`src/rtl/rcu_ctrl.sv`:
```
// ---------------------------------------------------------------------------
// rcu_ctrl : UART receive control FSM (bit timer, stop-bit checker, buffer load)
// Rev 1.0
// ---------------------------------------------------------------------------
`default_nettype none

module rcu_ctrl #(
  parameter int TIMEOUT_CYC = 128,
  parameter int ERR_W       = 8,
  parameter int START_CHECK = 1
) (
  input  logic             clk,
  input  logic             rst,
  input  logic             start_bit_detected,
  input  logic             serial_in_sync,
  input  logic             shift_enable,
  input  logic             packet_done,
  input  logic             framing_error,
  output logic             enable_timer,
  output logic             sbc_clear,
  output logic             sbc_enable,
  output logic             load_buffer,
  output logic             rx_busy,
  output logic             false_start,
  output logic [ERR_W-1:0] err_count
);

  localparam int WD_W = $clog2(TIMEOUT_CYC + 1);
  localparam logic [WD_W-1:0] WD_LAST = WD_W'(TIMEOUT_CYC - 1);
  localparam logic [ERR_W-1:0] ERR_MAX = {ERR_W{1'b1}};

  typedef enum logic [2:0] {
    S_IDLE    = 3'd0,
    S_START   = 3'd1,
    S_RECEIVE = 3'd2,
    S_STOP    = 3'd3,
    S_CHECK   = 3'd4,
    S_LOAD    = 3'd5,
    S_ERR     = 3'd6
  } state_t;

  state_t           state_q, state_d;
  logic [WD_W-1:0]  wd_q, wd_d;
  logic             sampled_q, sampled_d;
  logic             false_start_q, false_start_d;
  logic [ERR_W-1:0] err_q, err_d;

  always_ff @(posedge clk or posedge rst) begin
    if (rst) begin
      state_q       <= S_IDLE;
      wd_q          <= '0;
      sampled_q     <= 1'b0;
      false_start_q <= 1'b0;
      err_q         <= '0;
    end else begin
      state_q       <= state_d;
      wd_q          <= wd_d;
      sampled_q     <= sampled_d;
      false_start_q <= false_start_d;
      err_q         <= err_d;
    end
  end

  always_comb begin
    state_d       = state_q;
    wd_d          = '0;
    sampled_d     = 1'b0;
    false_start_d = 1'b0;
    err_d         = err_q;

    case (state_q)
      S_IDLE: begin
        if (start_bit_detected) state_d = S_START;
      end
      S_START: begin
        state_d = S_RECEIVE;
      end
      S_RECEIVE: begin
        wd_d      = wd_q + 1'b1;
        sampled_d = sampled_q | shift_enable;
        // Only the very first sample point is used to validate the start bit.
        if ((START_CHECK != 0) && shift_enable && !sampled_q && serial_in_sync) begin
          false_start_d = 1'b1;
          state_d       = S_IDLE;
        end else if (packet_done) begin
          state_d = S_STOP;
        end else if (wd_q == WD_LAST) begin
          state_d = S_ERR;
        end
      end
      S_STOP: begin
        state_d = S_CHECK;
      end
      S_CHECK: begin
        state_d = framing_error ? S_ERR : S_LOAD;
      end
      S_LOAD: begin
        state_d = S_IDLE;
      end
      S_ERR: begin
        if (err_q != ERR_MAX) err_d = err_q + 1'b1;
        state_d = S_IDLE;
      end
      default: begin
        state_d = S_IDLE;
      end
    endcase

    // Watchdog and first-sample flag live only while in RECEIVE.
    if (state_d != S_RECEIVE) begin
      wd_d      = '0;
      sampled_d = 1'b0;
    end
  end

  assign enable_timer = (state_q == S_RECEIVE);
  assign sbc_clear    = (state_q == S_START);
  assign sbc_enable   = (state_q == S_STOP);
  assign load_buffer  = (state_q == S_LOAD);
  assign rx_busy      = (state_q != S_IDLE);
  assign false_start  = false_start_q;
  assign err_count    = err_q;

endmodule

`default_nettype wire

```
`config.mk`:
```
export PLATFORM = sky130hd
export DESIGN_NAME = rcu_ctrl
export DESIGN_NICKNAME = d
export VERILOG_FILES = /design/src/rtl/rcu_ctrl.sv
export SDC_FILE = /design/constraint.sdc
export NUM_CORES = 1
export LEC_CHECK = 0
export ABC_AREA = 1
export ABC_CLOCK_PERIOD_IN_PS = 1400
export BUFFER_PORTS_ARGS = -buffer_cell sky130_fd_sc_hd__buf_4
export CORE_ASPECT_RATIO = 0.6
export CORE_MARGIN = 4
export CORE_UTILIZATION = 50
export CTS_BUF_LIST = sky130_fd_sc_hd__clkbuf_4 sky130_fd_sc_hd__clkbuf_8 sky130_fd_sc_hd__clkbuf_16
export DETAILED_ROUTE_END_ITERATION = 10
export GPL_TIMING_DRIVEN = 0
export PLACE_DENSITY = 0.81
export SETUP_SLACK_MARGIN = 0.4
export SYNTH_ARGS = -nofsm -noshare
export SYNTH_HDL_FRONTEND = slang
export SYNTH_SLANG_ARGS = --single-unit
```
`constraint.sdc`:
```
create_clock -name clk -period 1.4 [get_ports clk]
set_input_delay 0.28 -clock clk [delete_from_list [all_inputs] [get_ports clk]]
set_output_delay 0.28 -clock clk [all_outputs]
set_load 0.03 [all_outputs]
```
=== After elaboration in Yosys (flattened, before gate mapping) ===
Index checks and enable logic that the tools add are counted.

* Bits in registers: 21

* Bitwise gates (word level): 1
* Reduce and logical (&&, ||, !) cells: 6
* Multiplexer cells: 12
* Add/subtract/negate cells: 2
* Equality and inequality tests: 9

{| class="wikitable"
|+ Operators with widths
! cell !! count
|-
| adder 8 x 1 -> 8 bit (second input constant) || 2
|-
| two-way mux 8 bit || 2
|-
| case mux 3 bit (5 select lines) || 1
|-
| two-way mux 3 bit || 4
|-
| equality test 3 bit (second input constant) || 3
|-
| equality test 8 x 7 -> 1 bit (second input constant) || 1
|-
| != test 8 bit (second input constant) || 1
|-
| equality test 3 x 2 -> 1 bit (second input constant) || 2
|-
| two-way mux 1 bit || 4
|-
| equality test 3 x 1 -> 1 bit (second input constant) || 1
|-
| zero test 3 bit || 1
|-
| != test 3 x 2 -> 1 bit (second input constant) || 1
|-
| nonzero test 3 bit || 1
|-
| logical AND 1 bit || 2
|-
| two-way mux 2 bit || 1
|-
| AND reduction 2 bit || 1
|-
| zero test 1 bit || 1
|-
| OR 1 bit || 1
|}

=== Depth between registers and ports, before layout ===
* Depth after elaboration: 7
* Depth in mapped cells: 9

=== Least setup slack after synthesis ===
Ideal clock, no wire load.

* Path type: reg2reg
* Start point: register err_q[1], in the netlist err_count[1]
* End point: register err_q[2], in the netlist err_count[2]
* Setup slack: -0.102 ns
* Data arrival time: 1.367 ns
* Stages on the path, launching flop included: 9
* Period minus slack after synthesis: 1.502 ns
* Cells stage by stage: dfrtp_1 > ha_1 > nand3_1 > nor2_1 > nand2_1 > nand2_2 > clkinv_2 > nand2_1 > xnor2_1

* Word-level cells in the longest chain between the ends: 2
* Elaborated cells between the ends (all ways): 3

{| class="wikitable"
|+ RTL lines
! element !! RTL line !! source
|-
| from (decl) || 46 || <nowiki>logic [ERR_W-1:0] err_q, err_d;</nowiki>
|-
| from (signal assigned) || 60 || <nowiki>err_q <= err_d;</nowiki>
|-
| branches (longest 2 deep; another with adder 8 x 1 -> 8 bit) || -- ||
|}

Parallel ways; which one is timed is not known.
A chain may end at the register's enable or synchronous reset.

=== Final worst setup path ===
* Start point: register err_q[1], in the netlist err_count[1]
* End point: register err_q[0], in the netlist err_count[0]

* Word-level cells in the longest chain between the ends: 2

{| class="wikitable"
|+ RTL lines
! element !! RTL line !! source
|-
| != test 8 bit || 101 || <nowiki>if (err_q != ERR_MAX) err_d = err_q + 1'b1;</nowiki>
|-
| AND reduction 2 bit (no line) || -- ||
|}

No other way between the ends.

==> results <==
- Summing the areas of all compound-gate instances in the mapped netlist gives 3.716% of the synthesized area.
- The average instance area after synthesis is 8.418 um^2.
- The total stage count of the critical path is 7.
- The first global-routing pass estimated 6.292 mm of wire.
- The adder-cell share of the synthesized area is 2.186%.
- The most common cell after layout, fill and taps aside is sky130_fd_sc_hd__buf_4.
- The number of cells produced by synthesis is 136.
- The count of endpoints failing setup in the final report is 22.
- Once the floorplan was initialized, standard cells occupied 52.92% of the core.
- The area inside the core boundary is 0.002163 mm^2.
- CTS built an H-tree with a depth of 1.
- Pin placement for this block handled 21 I/O pins.
- The number of antenna diodes in the final layout is 0.
- The kind of capture point of the worst setup path is a register.
- The relative max-transition margin is 44.88%.
- Summing the sequential cell areas from Yosys gives 45.90% of the chip area.
- The signal on the critical path passes through ha_4 -> nand3_2 -> nor2_2 -> nand2_1 -> nand2_2 -> buf_6 -> xor2_1.
- After clock tree synthesis, the clock-pin slew on the worst setup and hold paths is 0.08 ns.
- The slew at the pin closest to its max-slew limit is 0.8259 ns.
- The critical-path maximum fanout is 3.
- The worst endpoint required time is 1.58 ns.
- The checks that failed: setup timing.
- The overflow left after global routing is 0.
- In this run the critical register-to-register path is captured at err_count[0].
- The post-route netlist has 63.92% of its cells at a drive strength greater than 1.
- The achievable frequency is 651.1 MHz.
- The area overhead of the layout relative to synthesis is 81.20%.
- The post-synthesis cell type with the largest combined area is sky130_fd_sc_hd__dfrtp_1.
- The worst-case vdd ir drop is 1.044 mV.
- The fraction of the cycle the final worst path needs is 109.7%.
- For this run, the detailed router's first-pass iteration total came to 7.
- Setup repair after global routing could not meet its margin everywhere.
- The post-synth design cell area is 0.001145 mm^2.
- In the routed design, unresolved DRC markers number 0.
- The number of port buffers is 20.
- The most used flip-flop cell after synthesis is sky130_fd_sc_hd__dfrtp_1.
- Across all layers, the routed design uses 1421 vias.
- The worst clock skew on the final layout is 0.0009814 ns.
- After detailed routing, the average wire length per cell comes to 23.32 um.
- The TritonCTS buffer count is 3.
- The final-report hold violation count was 0.
- For this run, the post-layout net count is 204.
- TritonCTS built the clock tree.
- After synthesis, the share of cell area in mux cells is 0%.
- The standard cell with the maximum stage delay on the critical path is sky130_fd_sc_hd__dfrtp_2.
- In the post-synthesis netlist, the biggest area contributors are sky130_fd_sc_hd__dfrtp_1 46%, sky130_fd_sc_hd__nand2_1 9.5%, sky130_fd_sc_hd__nand3_1 5.7%.
- The maximum number of pins on one net before global-route repair is 22.
- The sequential cells in the finished layout cover a total of 531.8 um^2.
- The library cells used most frequently in the layout, excluding fill and tap cells, are 29 x sky130_fd_sc_hd__buf_4, 20 x sky130_fd_sc_hd__buf_6, 16 x sky130_fd_sc_hd__dfrtp_1, 14 x sky130_fd_sc_hd__nand2_1, 13 x sky130_fd_sc_hd__inv_1.
- Global routing consumed, over all layers together, 26.08% of the routing resources.
- The critical path is of the reg2reg type.
- The power density over cell area is 1736 mW/mm^2.
- The worst setup path is launched from a register.
- The portion of synthesized cell area occupied by the leading cell type is 45.90%.
- The largest stage delay on the critical path is 0.40 ns.
- The number of distinct library cells after synthesis is 23.
- The clock tree buffer depth is 2.
- The detail route stage leaves a number of antenna-violating nets equal to 0.
- The max-capacitance violation count is 0.
- The area of the die is 0.003144 mm^2.
- Counting both buffers and inverters, the worst setup path holds a total of 1.
- Yosys mapped a number of flops with a built-in enable equal to 0.
- The filler cells instantiated in the layout total 51.
- The largest family of logic cells by synthesized area is simple AND/OR/NAND/NOR gates.
- The DRC marker count from the first detailed-route iteration is 116.
- The die outline height is 45.07 um.
- Data arrives at the worst endpoint at 1.71 ns.
- At the placement stage, the worst setup path has a slack of -0.04390 ns.
- In the post-route analysis, the smallest setup slack over all paths is -0.1360 ns.
- During synthesis, Yosys emitted a total of 0 warnings.
- The final routed wirelength across all metal layers is 5.224 mm.
- The worst register-to-register path begins at err_count[1].
- The number of global-route vias before repair came to 1273.
- The critical path starts at err_count[1].
- The wire-length estimate of the detail-placed layout is 1.875 mm.
- The cell chosen for the clock root is sky130_fd_sc_hd__clkbuf_8.
- For the finished layout, the period the worst path requires is 1.536 ns.
- The net count of the mapped netlist is 145.
- The initial antenna violation count is 0.
- At the later pin of the worst-skew pair, clock insertion delay measures 0.26 ns.
- The leakage power summed over all cells is 1.022 nW.
- The run finished, with violations left.
- The cell depth of the worst flop-to-flop path is 7.
- The number of pins exceeding their max-slew limit in the final report is 0.
- The number of synthesized register bits is 21.
- The number of rows created at floorplan is 13.
- The setup check on the worst reg-to-reg path leaves a slack of -0.14 ns.
- The TritonCTS sink count is 21.
- The most critical setup path has its endpoint at err_count[0].
- The fraction of synthesis flops using an asynchronous set or reset pin is 100.0%.
- The number of buffers inserted by hold repair at cts is 0.
- The average vias per placed instance is 6.344.
- The kind of cell with the highest combined delay along the critical path is simple AND/OR/NAND/NOR gates.
- The global placement routability congestion is 0.8143.
- The horizontal die dimension is 69.78 um.
- The synthesized netlist devotes 5.355% of its cell area to XOR and XNOR gates.
- The worst hold path class is in2async.
- After Yosys synthesis, and, or, nand and nor cells account for 35.30% of the synthesized area.
- The final sum of negative setup slack is -2.180 ns.
- The multi-input gate area in the final layout is 845.8 um^2.
==> Yosys cell counts (2+ instances only) <==
library cell,number
sky130_fd_sc_hd__nand2_1,29
sky130_fd_sc_hd__dfrtp_1,21
sky130_fd_sc_hd__inv_1,16
sky130_fd_sc_hd__nand3_1,13
sky130_fd_sc_hd__nor3_1,10
sky130_fd_sc_hd__nor2_1,7
sky130_fd_sc_hd__o21ai_0,6
sky130_fd_sc_hd__xnor2_1,5
sky130_fd_sc_hd__inv_2,4
sky130_fd_sc_hd__nand4_1,4
sky130_fd_sc_hd__nand3_2,3
sky130_fd_sc_hd__ha_1,2
sky130_fd_sc_hd__nand2_2,2
sky130_fd_sc_hd__nand2_4,2
sky130_fd_sc_hd__nand3_4,2
sky130_fd_sc_hd__or2_2,2
sky130_fd_sc_hd__xor2_1,2
==> state kept, by name (all words and copies together) (netlist names) <==
name and flops:
err_count 8, false_start 1, sampled_q 1, state_q 3, wd_q 8
==> metal layers <==
layer / vias to the layer above / wire length [um] / GRT usage (%)
li1: 559 / - / -
met5: - / 0 / 0
met3: 76 / 537 / 6.444
met1: 643 / 1876 / 33.76
met4: 0 / 558 / 9.924
met2: 143 / 2251 / 43.53
==> through the flow <==
step / instance area (um^2) / utilization, % / std cells / hold slack [ns] / power (W)
finish: 2074 / 95.89 / 224 / 0.2006 / 0.003601
CTS: 1847 / 85.37 / 212 / 0.1865 / 0.003028
detailed placement: 1395 / 64.49 / 186 / 0.4710 / 0.001992
floorplan: 1207 / - / 136 / 0.2562 / 0.001659
global placement: 1395 / 64.49 / 186 / 0.4660 / 0.001952
global route: 2074 / 95.89 / 224 / 0.2538 / 0.003731
==> worst register-to-register path, stage by stage, from the launching register on <==
cell and delay, ns:
sky130_fd_sc_hd__dfrtp_2 0.40, sky130_fd_sc_hd__ha_4 0.18, sky130_fd_sc_hd__nand3_2 0.09, sky130_fd_sc_hd__nor2_2 0.17, sky130_fd_sc_hd__nand2_1 0.14, sky130_fd_sc_hd__nand2_2 0.18, sky130_fd_sc_hd__buf_6 0.14, sky130_fd_sc_hd__xor2_1 0.16
==> cell type report <==
class                      instances  share of cell area (%)
clock buffer                       4                   2.352
inverter                          22                   5.187
multi-input combinational         95                   40.77
sequential                        21                   25.63
tap                               30                   1.809
timing repair buffer              52                   24.25
==> where the power goes <==
group	total, W	leakage, nW	switching, W	internal (W)
clock network	0.000419	0.0262	0.000197	0.000222
registers	0.000875	0.279	0.000161	0.000714
logic	0.00231	0.717	0.00131	0.000997
total	0.00360	1.02	0.00167	0.00193
==> how the worst min path moves through the flow <==
stage / slack [ns] / from / cells past startpoint / end
after floorplan: 0.26 / rst / 1 / err_count[3]
after detailed placement: 0.47 / rst / 2 / sampled_q
after global routing: 0.25 / rst / 2 / err_count[5]
after CTS: 0.19 / rst / 2 / sampled_q
after global placement: 0.47 / rst / 2 / sampled_q
final: 0.20 / rst / 2 / err_count[5]
==> logic make-up (layout without fill, tap and decap cells) <==
family / Yosys count / in the layout
AND/OR/NAND/NOR: 76 / 78
buffers and inverters: 22 / 78
AO/OA/AOI/OAI: 8 / 8
adder cells (fa/ha/maj): 2 / 2
XOR/XNOR: 7 / 7
flip-flops: 21 / 21
==> what timing repair did <==
item / in CTS / in global routing
setup endpoints to repair: 34 / 35
gates cloned: 2 / 0
buffers inserted: 20 / 12
gates resized for setup: 53 / 32
pin swaps: 16 / 19
(Power assumes the default switching activity.)
